[src/rtl/seg_scan_driver.sv]
// Time-multiplexed common-anode 7-segment scanner. Latches the whole pattern
// once per frame so the display never tears, then lights one digit per slot.
module seg_scan_driver #(
    parameter int NDIG           = 6,
    parameter int DWELL          = 4,
    parameter int BLANK          = 1,
    parameter bit AN_ACTIVE_LOW  = 1'b1,
    parameter bit SEG_ACTIVE_LOW = 1'b1
) (
    input  logic                clk,
    input  logic                rst,
    input  logic                en,
    input  logic [8*NDIG-1:0]   seg_in,
    output logic [NDIG-1:0]     an,
    output logic [7:0]          seg,
    output logic [2:0]          digit_idx,
    output logic                frame_start
);

    localparam int              CW        = (DWELL > 1) ? $clog2(DWELL) : 1;
    localparam logic [CW-1:0]   CNT_LAST  = CW'(DWELL - 1);
    localparam logic [2:0]      IDX_FIRST = 3'(NDIG - 1);
    localparam logic [NDIG-1:0] AN_OFF    = {NDIG{AN_ACTIVE_LOW}};
    localparam logic [7:0]      SEG_OFF   = {8{SEG_ACTIVE_LOW}};

    logic [CW-1:0]     cnt_q, cnt_d;
    logic [2:0]        idx_q, idx_d;
    logic [8*NDIG-1:0] frame_q, frame_d;
    logic [NDIG-1:0]   an_q, an_d;
    logic [7:0]        seg_q, seg_d;
    logic [2:0]        digit_idx_q, digit_idx_d;
    logic              frame_start_q, frame_start_d;

    logic              capture;
    logic [8*NDIG-1:0] src;
    logic [7:0]        sel_byte;
    logic [NDIG-1:0]   sel_an;

    always_comb begin
        capture  = en && (cnt_q == '0) && (idx_q == IDX_FIRST);
        // On the capture edge the fresh input feeds the outputs directly so
        // BLANK=0 shows the new frame without a stale cycle.
        src      = capture ? seg_in : frame_q;
        sel_byte = '0;
        sel_an   = '0;
        for (int i = 0; i < NDIG; i++) begin
            if (int'(idx_q) == i) begin
                sel_byte  = src[8*i +: 8];
                sel_an[i] = 1'b1;
            end
        end

        cnt_d         = cnt_q;
        idx_d         = idx_q;
        frame_d       = frame_q;
        an_d          = an_q;
        seg_d         = seg_q;
        digit_idx_d   = digit_idx_q;
        frame_start_d = 1'b0;

        if (!en) begin
            cnt_d = '0;
            idx_d = IDX_FIRST;
            an_d  = AN_OFF;
            seg_d = SEG_OFF;
        end else begin
            if (cnt_q == CNT_LAST) begin
                cnt_d = '0;
                idx_d = (idx_q == '0) ? IDX_FIRST : idx_q - 3'd1;
            end else begin
                cnt_d = cnt_q + 1'b1;
            end
            frame_d       = src;
            frame_start_d = capture;
            digit_idx_d   = idx_q;
            if (int'(cnt_q) < BLANK) begin
                an_d  = AN_OFF;
                seg_d = SEG_OFF;
            end else begin
                an_d  = sel_an ^ AN_OFF;
                seg_d = sel_byte ^ SEG_OFF;
            end
        end
    end

    always_ff @(posedge clk) begin
        if (rst) begin
            cnt_q         <= '0;
            idx_q         <= IDX_FIRST;
            frame_q       <= '0;
            an_q          <= AN_OFF;
            seg_q         <= SEG_OFF;
            digit_idx_q   <= IDX_FIRST;
            frame_start_q <= 1'b0;
        end else begin
            cnt_q         <= cnt_d;
            idx_q         <= idx_d;
            frame_q       <= frame_d;
            an_q          <= an_d;
            seg_q         <= seg_d;
            digit_idx_q   <= digit_idx_d;
            frame_start_q <= frame_start_d;
        end
    end

    assign an          = an_q;
    assign seg         = seg_q;
    assign digit_idx   = digit_idx_q;
    assign frame_start = frame_start_q;

endmodule

[config.mk]
export PLATFORM = sky130hd
export DESIGN_NAME = seg_scan_driver
export DESIGN_NICKNAME = d
export VERILOG_FILES = /design/src/rtl/seg_scan_driver.sv
export SDC_FILE = /design/constraint.sdc
export NUM_CORES = 1
export LEC_CHECK = 0
export ABC_CLOCK_PERIOD_IN_PS = 2300
export BUFFER_PORTS_ARGS = -buffer_cell sky130_fd_sc_hd__buf_2
export CORE_ASPECT_RATIO = 0.6
export CORE_MARGIN = 4
export CORE_UTILIZATION = 25
export DETAILED_ROUTE_END_ITERATION = 12
export MAX_ROUTING_LAYER = met4
export PLACE_DENSITY = 0.41
export SYNTH_ARGS = -nofsm -noshare
export SYNTH_HDL_FRONTEND = slang
export SYNTH_SLANG_ARGS = --single-unit
export TNS_END_PERCENT = 100
[constraint.sdc]
create_clock -name clk -period 2.3 [get_ports clk]
set_input_delay 0.46 -clock clk [delete_from_list [all_inputs] [get_ports clk]]
set_output_delay 0.46 -clock clk [all_outputs]
set_load 0.01 [all_outputs]
After elaboration in Yosys (flattened, before gate mapping) --
Cells that the tools add are included.
Operators by class: add/sub/neg operators 2, $lt $le $gt $ge 1, equal/unequal tests 7, multiplexer cells 14, bitwise logic cells 3, reductions and logical operators 8
Operators with widths (number):
- two-way mux 48 bit | 1
- two-way mux 8 bit | 6
- == test 3 bit (second input constant) | 5
- inverter 8 bit | 1
- logical NOT 3 bit | 2
- two-way mux 1 bit | 6
- inverter 6 bit | 1
- OR reduction 3 bit | 2
- == test 3 x 2 -> 1 bit (second input constant) | 1
- two-way mux 3 bit | 1
- subtractor 3 x 1 -> 3 bit (second input constant) | 1
- adder 2 x 1 -> 2 bit (second input constant) | 1
- == test 2 bit (second input constant) | 1
- logical AND 1 bit | 2
- logical NOT 2 bit | 1
- less-than comparator 2 x 1 -> 1 bit (second input constant) | 1
- OR reduction 2 bit | 1
- inverter 1 bit | 1
Storage, ports and cells: register bits after elaboration 71, bits of input ports 51, logic and storage cells 42

Depth between registers and ports, before layout --
Gate-level depths: netlist of run 1.
depth after elaboration 11, depth in mapped cells 7

Worst setup path before layout of run 1 --
OpenSTA, ideal clock, no wires.
kind register to register, from reg cnt_q[0], to reg frame_q[10], library setup time 0.070 ns, data arrival time 1.278 ns, slack 0.952 ns, cell stages (with the launch flop) 8, path buffers 2, period minus slack after synthesis 1.348 ns, cells stage by stage dfxtp_1 -> inv_1 -> ha_1 -> nand3_1 -> buf_4 -> clkbuf_1 -> o21ai_0 -> a21oi_1
Between the ends: cells in the longest elaborated chain, start to end 4
RTL lines:
- start: declaration | RTL line 26 | logic [CW-1:0] cnt_q, cnt_d;
- start signal: assignment | RTL line 96 | cnt_q <= cnt_d;
- logical NOT 2 bit | RTL line 40 | capture = en && (cnt_q == '0) && (idx_q == IDX_FIRST);
- logical AND 1 bit (2 in series) | RTL line 40
- two-way mux 48 bit | RTL line 43 | src = capture ? seg_in : frame_q;
- end signal: assignment | RTL line 98 | frame_q <= frame_d;
- end: declaration | RTL line 28 | logic [8*NDIG-1:0] frame_q, frame_d;
No other way between the ends. A chain may end at the register's enable or synchronous reset.

Worst setup path after layout of run 1 --
from reg idx_q[1], to reg frame_q[18]
Between the ends: cells in the longest elaborated chain, start to end 3
RTL lines:
- start: declaration | RTL line 27 | logic [2:0] idx_q, idx_d;
- start signal: assignment | RTL line 97 | idx_q <= idx_d;
- == test 3 bit | RTL line 40
- logical AND 1 bit | RTL line 40
- two-way mux 48 bit | RTL line 43
No other way between the ends.

==> run metrics, run 1 <==
Final Slew Violations=0; input/output buffers=68; row cnt=31; grt ovf=0; Tot GR Track Use=13.88%; final hold violation count=0; Setup TNS=0 ns; die height=95.13 um; hold wc startpoint=seg_in[8]; Min Clock Period, post-route=1.747 ns; Crit Reg-Reg Endpoint=frame_q[18]; starting density of the core=25.89%; Gate Count Post-Synth=358; Syn Nets=412; CTS tree=built; drt wl/cell=16.58 um; Avg Cell Area, Syn=8.835 um^2; initial antenna violation count=0; pin count of the biggest net entering global routing=58; Seq/Total Area, Yosys=44.94%; worst flop-to-flop path startpoint=idx_q[1]; #FFs+latches synth=71; # resized after CTS=0; Worst path slowest cell=dfxtp_1; CTS Hold Bufs=0; Clock Skew=0.006137 ns; pwr dens=807.5 nW/um^2; Synth cell types=33; reg2reg setup slack=0.55 ns; drt drc=0; global-route wire length before repair=15400 um; worst path cell trace=nand2b_2 -> buf_4 -> o21ai_0 -> a21oi_1; area growth from synthesis to final layout=25.75%; drt total wl=9647 um; DIE WIDTH=153.2 um; share of the synthesized area in the top cell type=44.94%; total via count in the routed design=2837; Async SR Flop Fraction=0%; Max Freq=572.3 MHz; critical path type=flip-flop to flip-flop; Slew HR=53.78%; clk_lat worst skew=0.34 ns; total of max-cap violations=0; drt initial violations=142; VDD IR-drop max=0.3243 mV; layout cells sized above 1=24.46%; hold crit path type=input port to flip-flop; antenna-violating nets left=0; Post-synth EDFFs=0; area post-placement=3631 um^2; Mapped Area=3163 um^2; Yosys warnings=0; Post-Layout Cell Count=582; maximum clock path buffer count=2; core area=12220 um^2; CP Data Required Time=2.56 ns; setup repair bufs after CTS=0; clock transition at the registers of the reported paths=0.06 ns; critical path startpoint=idx_q[1]; crit share post-route=75.98%; vias in the first global route=2844; Yosys top cell by area=dfxtp_1; H-tree depth=3; critical-path maximum fanout=34; Worst setup EP type=flip-flop; CTS root buffer=clkbuf_16; Min-Delay Endpoint=frame_q[8]; first drt pass iteration count=4; Setup violations, final=0; CTS buffer count=9; leakage=1.572 nW; post-layout util=32.56%; diode count=0; RSZ-0062 raised after global routing=false; DP HPWL=6586 um; worst slew pin tran=0.6923 ns; top cells by area, synth=dfxtp_1, a21oi_1, nand3_1, o21ai_0, mux2i_1; ys flop type=dfxtp_1; Via-to-Cell Ratio=4.875; placed cell count=566; run status=complete, no violations; Worst R2R Path Depth=4; die area=14580 um^2; TritonCTS Sinks=71; Hold Path Stages=3; gpl congestion=0.7302; I/O pins=69; final instance area=3978 um^2; fin nets=466; Hold Slack=0.3691 ns; Worst Path Arrival=2.01 ns; CP max stage delay=0.76 ns; startpoint type of the worst setup path=flip-flop
[cell families (layout without fill, tap and decap cells)]
group           after synthesis  count (layout)  share of synthesized area (%)
mux                          16              16                          5.063
compound gates              126             126                          23.50
xor+xnor                      2               2                         0.5539
fa+ha+maj                     3               3                          1.187
buf+inv                      41             100                          6.962
flops                        71              71                          44.94
simple gates                 99              99                          17.80
[stage by stage]
step                power, mW  setup slack (ns)
finish                  3.212            0.5525
global route            3.339            0.4036
CTS                     3.255            0.5493
detailed placement      1.625            0.5495
global placement        1.624            0.5962
floorplan               1.515            0.9517
[critical path, delay by kind of cell (launching register included)]
family                 cells  cell delay, ns
flip-flops                 1            0.76
buffers and inverters      1            0.33
AO/OA/AOI/OAI              2            0.32
AND/OR/NAND/NOR            1            0.25
[sequential cells by signal (all words and copies together), names as in the netlist]
name and cells:
digit_idx 3, seg 8, idx_q 3, cnt_q 2, frame_q 48, an 6
frame_start 1
[layout by cell type, fill, tap and decap left out, drive strengths merged, types with 9 or more instances in the layout]
| cell type | synthesis | final |
|---|---|---|
| nor2b | 11 | 11 |
| o21ai | 49 | 49 |
| clkbuf | 14 | 10 |
| buf | 24 | 81 |
| a21oi | 50 | 50 |
| or2b | 9 | 9 |
| nand3 | 50 | 50 |
| nand2b | 9 | 9 |
| dfxtp | 71 | 71 |
| mux2i | 16 | 16 |
[report_power, final]
group          internal (mW)  leakage [nW]  switching, mW  total [mW]
combinational          0.122         0.823          0.157       0.278
clock                   1.08         0.168          0.533        1.62
sequential              1.29         0.581         0.0270        1.32
[cell type report]
| class | instances | area (um^2) |
|---|---|---|
| Fill cell | 1299 | 8240 |
| Multi-Input combinational cell | 246 | 1529 |
| Sequential cell | 71 | 1421 |
| Timing Repair Buffer | 81 | 462.9 |
| Clock buffer | 10 | 239.0 |
| Tap cell | 165 | 206.4 |
| Clock inverter | 6 | 107.6 |
| Inverter | 3 | 11.26 |
[worst max path at each step]
| stage | cells after the start | end |
|---|---|---|
| final | 4 | frame_q[18] |
| after global routing | 4 | frame_q[45] |
| after CTS | 4 | frame_q[18] |
| after detailed placement | 4 | frame_q[18] |
| after global placement | 5 | seg[3] |
| after floorplan | 7 | frame_q[10] |
[synth_stat cells, types with 2 or more instances]
cell,count
a211o_1,2
a21o_1,8
a21oi_1,50
a221o_1,8
and3_1,2
buf_2,14
buf_4,5
buf_6,4
clkbuf_1,14
dfxtp_1,71
ha_1,3
inv_1,3
mux2i_1,16
nand2_1,5
nand2b_1,8
nand3_1,50
nand4_1,2
nor2_1,3
nor2b_1,11
nor3_1,3
o2111ai_1,8
o21ai_0,46
o21ai_1,3
or2b_1,9
xnor2_1,2
[routing by layer]
layer / GRT usage (%) / vias up / part of all wire [%]
met4: 3.336 / 0 / 0.91
met5: - / - / 0
met3: 4.172 / 8 / 7.4
met2: 18.85 / 86 / 40
met1: 19.96 / 1344 / 52
li1: - / 1399 / -
(Power assumes the default switching activity.)
==> run 2, diff against run 1 <==
--- a/config.mk
+++ b/config.mk
@@ -5,14 +5,14 @@
 export SDC_FILE = /design/constraint.sdc
 export NUM_CORES = 1
 export LEC_CHECK = 0
-export ABC_CLOCK_PERIOD_IN_PS = 2300
+export ABC_CLOCK_PERIOD_IN_PS = 1500
 export BUFFER_PORTS_ARGS = -buffer_cell sky130_fd_sc_hd__buf_2
 export CORE_ASPECT_RATIO = 0.6
 export CORE_MARGIN = 4
 export CORE_UTILIZATION = 25
 export DETAILED_ROUTE_END_ITERATION = 12
 export MAX_ROUTING_LAYER = met4
-export PLACE_DENSITY = 0.41
+export PLACE_DENSITY = 0.42
 export SYNTH_ARGS = -nofsm -noshare
 export SYNTH_HDL_FRONTEND = slang
 export SYNTH_SLANG_ARGS = --single-unit
==> constraint.sdc (replaced) <==
create_clock -name clk -period 1.5 [get_ports clk]
set_input_delay 0.3 -clock clk [delete_from_list [all_inputs] [get_ports clk]]
set_output_delay 0.3 -clock clk [all_outputs]
set_load 0.01 [all_outputs]
==> run metrics, run 2 (synthesis results as in run 1) <==
total via count in the routed design=2822 (was 2837); global-route wire length before repair=15680 um (was 15400 um); hold crit path type=input port to flip-flop (unchanged); drt initial violations=188 (was 142); Buf+Inv Stages, Crit Path=2 (was 1); CP max stage delay=0.36 ns (was 0.76 ns); row cnt=31 (unchanged); core area=12220 um^2 (unchanged); cell internal pwr=3.301 mW (was 2.496 mW); vias in the first global route=2898 (was 2844); first drt pass iteration count=4 (unchanged); pwr dens=1072 nW/um^2 (was 807.5 nW/um^2); worst slew pin tran=0.3900 ns (was 0.6923 ns); Min Clock Period, post-route=1.434 ns (was 1.747 ns); pin count of the biggest net entering global routing=58 (unchanged); Clock Skew=0.005418 ns (was 0.006137 ns); Tot GR Track Use=14.24% (was 13.88%); CTS root buffer=clkbuf_16 (unchanged); CP Data Required Time=1.75 ns (was 2.56 ns); drt drc=0 (unchanged); run status=complete, no violations (unchanged); die height=95.13 um (unchanged); Final Slew Violations=0 (unchanged); input/output buffers=68 (unchanged); startpoint type of the worst setup path=flip-flop (unchanged); switch share=24.94% (was 22.30%); max layer used=met4 (unchanged); gpl congestion=0.8422 (was 0.7302); DR WL met3=388 um (was 713 um); clock power share=42.6% (was 50.3%); antenna-violating nets left=0 (unchanged); Top Family by Delay on Critical Path=compound AO/OA/AOI/OAI gates (was flip-flops); met2 wire length=4024 um (was 3862 um); VDD IR-drop max=0.4995 mV (was 0.3243 mV); clk_lat worst skew=0.33 ns (was 0.34 ns); post-layout util=33.58% (was 32.56%); final hold violation count=0 (unchanged); grt ovf=0 (unchanged); CTS tree=built (unchanged); H-tree depth=3 (unchanged); leakage=1.630 nW (was 1.572 nW); total of max-cap violations=0 (unchanged); commonest non-fill, non-tap cells in the layout=dfxtp_1, buf_2, a21oi_1 (was dfxtp_1, buf_2, nand3_1, a21oi_1, o21ai_0); DP HPWL=6890 um (was 6586 um); Hold Slack=0.2173 ns (was 0.3691 ns); critical-path maximum fanout=15 (was 34); maximum clock path buffer count=2 (unchanged); starting density of the core=25.89% (unchanged); max FFs per register=48 (unchanged); Comb pwr share=11.4% (was 8.7%); Worst Path Arrival=1.68 ns (was 2.01 ns); diode count=0 (unchanged); area growth from synthesis to final layout=29.71% (was 25.75%); initial antenna violation count=0 (unchanged); Net Sw Power=1.097 mW (was 716.4 uW); commonest non-fill, non-tap cell in the layout=dfxtp_1 (unchanged); setup repair bufs after CTS=0 (unchanged); Slew HR=73.93% (was 53.78%); fin nets=477 (was 466); Via-to-Cell Ratio=4.775 (was 4.875); CTS buffer count=9 (unchanged); worst path cell trace=inv_2 -> ha_4 -> nand3_4 -> buf_12 -> a221o_1 -> o2111ai_1 (was nand2b_2 -> buf_4 -> o21ai_0 -> a21oi_1); Setup violations, final=0 (unchanged); layout cells sized above 1=27.23% (was 24.46%); I/O pins=69 (unchanged); crit share post-route=95.58% (was 75.98%); critical path type=flip-flop to flip-flop (unchanged); drt total wl=10190 um (was 9647 um); wl on met1=5661 um (was 4982 um); TritonCTS Sinks=71 (unchanged); clock transition at the registers of the reported paths=0.06 ns (about the same); DIE WIDTH=153.2 um (unchanged); sequential share of power=46.0% (was 41.0%); Worst setup EP type=flip-flop (unchanged); Worst path slowest cell=a221o_1 (was dfxtp_1); die area=14580 um^2 (unchanged); Max Freq=697.5 MHz (was 572.3 MHz); drt wl/cell=17.24 um (was 16.58 um); most flop-heavy register=frame_q (unchanged)
[run 2: layer usage]
| layer | up-vias | track usage [%] |
|---|---|---|
| li1 | 1417 | - |
| met1 | 1331 | 21.29 |
| met2 | 64 | 18.56 |
| met3 | 10 | 4.082 |
| met4 | 0 | 3.113 |
| met5 | - | - |
[run 2: timing repair]
action / 4_1_cts / 5_1_grt
endpoints found under the setup margin: 0 / 15
hold buffers: 0 / 0
gates resized for setup: 0 / 7
[run 2: through the flow]
step / std cells / setup TNS [ns] / power (mW) / setup WS [ns] / cell area (um^2)
after floorplan: 358 / 0 / 2.323 / 0.1517 / 3163
after global placement: 575 / 0 / 2.521 / 0.08691 / 3774
after detailed placement: 575 / 0 / 2.524 / 0.03255 / 3774
after CTS: 589 / 0 / 4.410 / 0.006534 / 4026
after global routing: 591 / -0.009706 / 4.594 / -0.007785 / 4103
final: 591 / 0 / 4.397 / 0.06634 / 4103
[run 2: final cells by class]
type	count	area [um^2]
Clock inverter	5	27.53
Inverter	3	11.26
Fill cell	1309	8115
Tap cell	165	206.4
Timing Repair Buffer	92	655.6
Clock buffer	9	225.2
Sequential cell	71	1421
Multi-Input combinational cell	246	1555
[run 2: worst reg2reg max path, delay by kind of cell, from the launching register on]
family                     cells  cell delay, ns
AOI/OAI and AO/OA              2            0.47
adders and majority gates      1            0.15
buffers and inverters          2            0.27
DFF                            1            0.32
and+or+nand+nor                1            0.14
[run 2: final timing paths]
check	from	to	slack, ns	depth (start not counted)
worst max-delay path	cnt_q[0]	seg[6]	0.07	6
worst min-delay path	seg_in[35]	frame_q[35]	0.22	3
worst min register to register	frame_q[2]	frame_q[2]	0.47	2
worst max register to register	cnt_q[0]	seg[6]	0.07	6
[run 2: power groups by stage]
| stage | logic, mW | clock network, mW | registers, mW |
|---|---|---|---|
| 3_3_place_gp | 0.459 | 0 | 2.06 |
| 4_1_cts | 0.463 | 1.93 | 2.02 |
| 6_report | 0.499 | 1.88 | 2.02 |
| 2_1_floorplan | 0.274 | 0 | 2.05 |
| 5_1_grt | 0.554 | 2.01 | 2.03 |
| 3_5_place_dp | 0.462 | 0 | 2.06 |
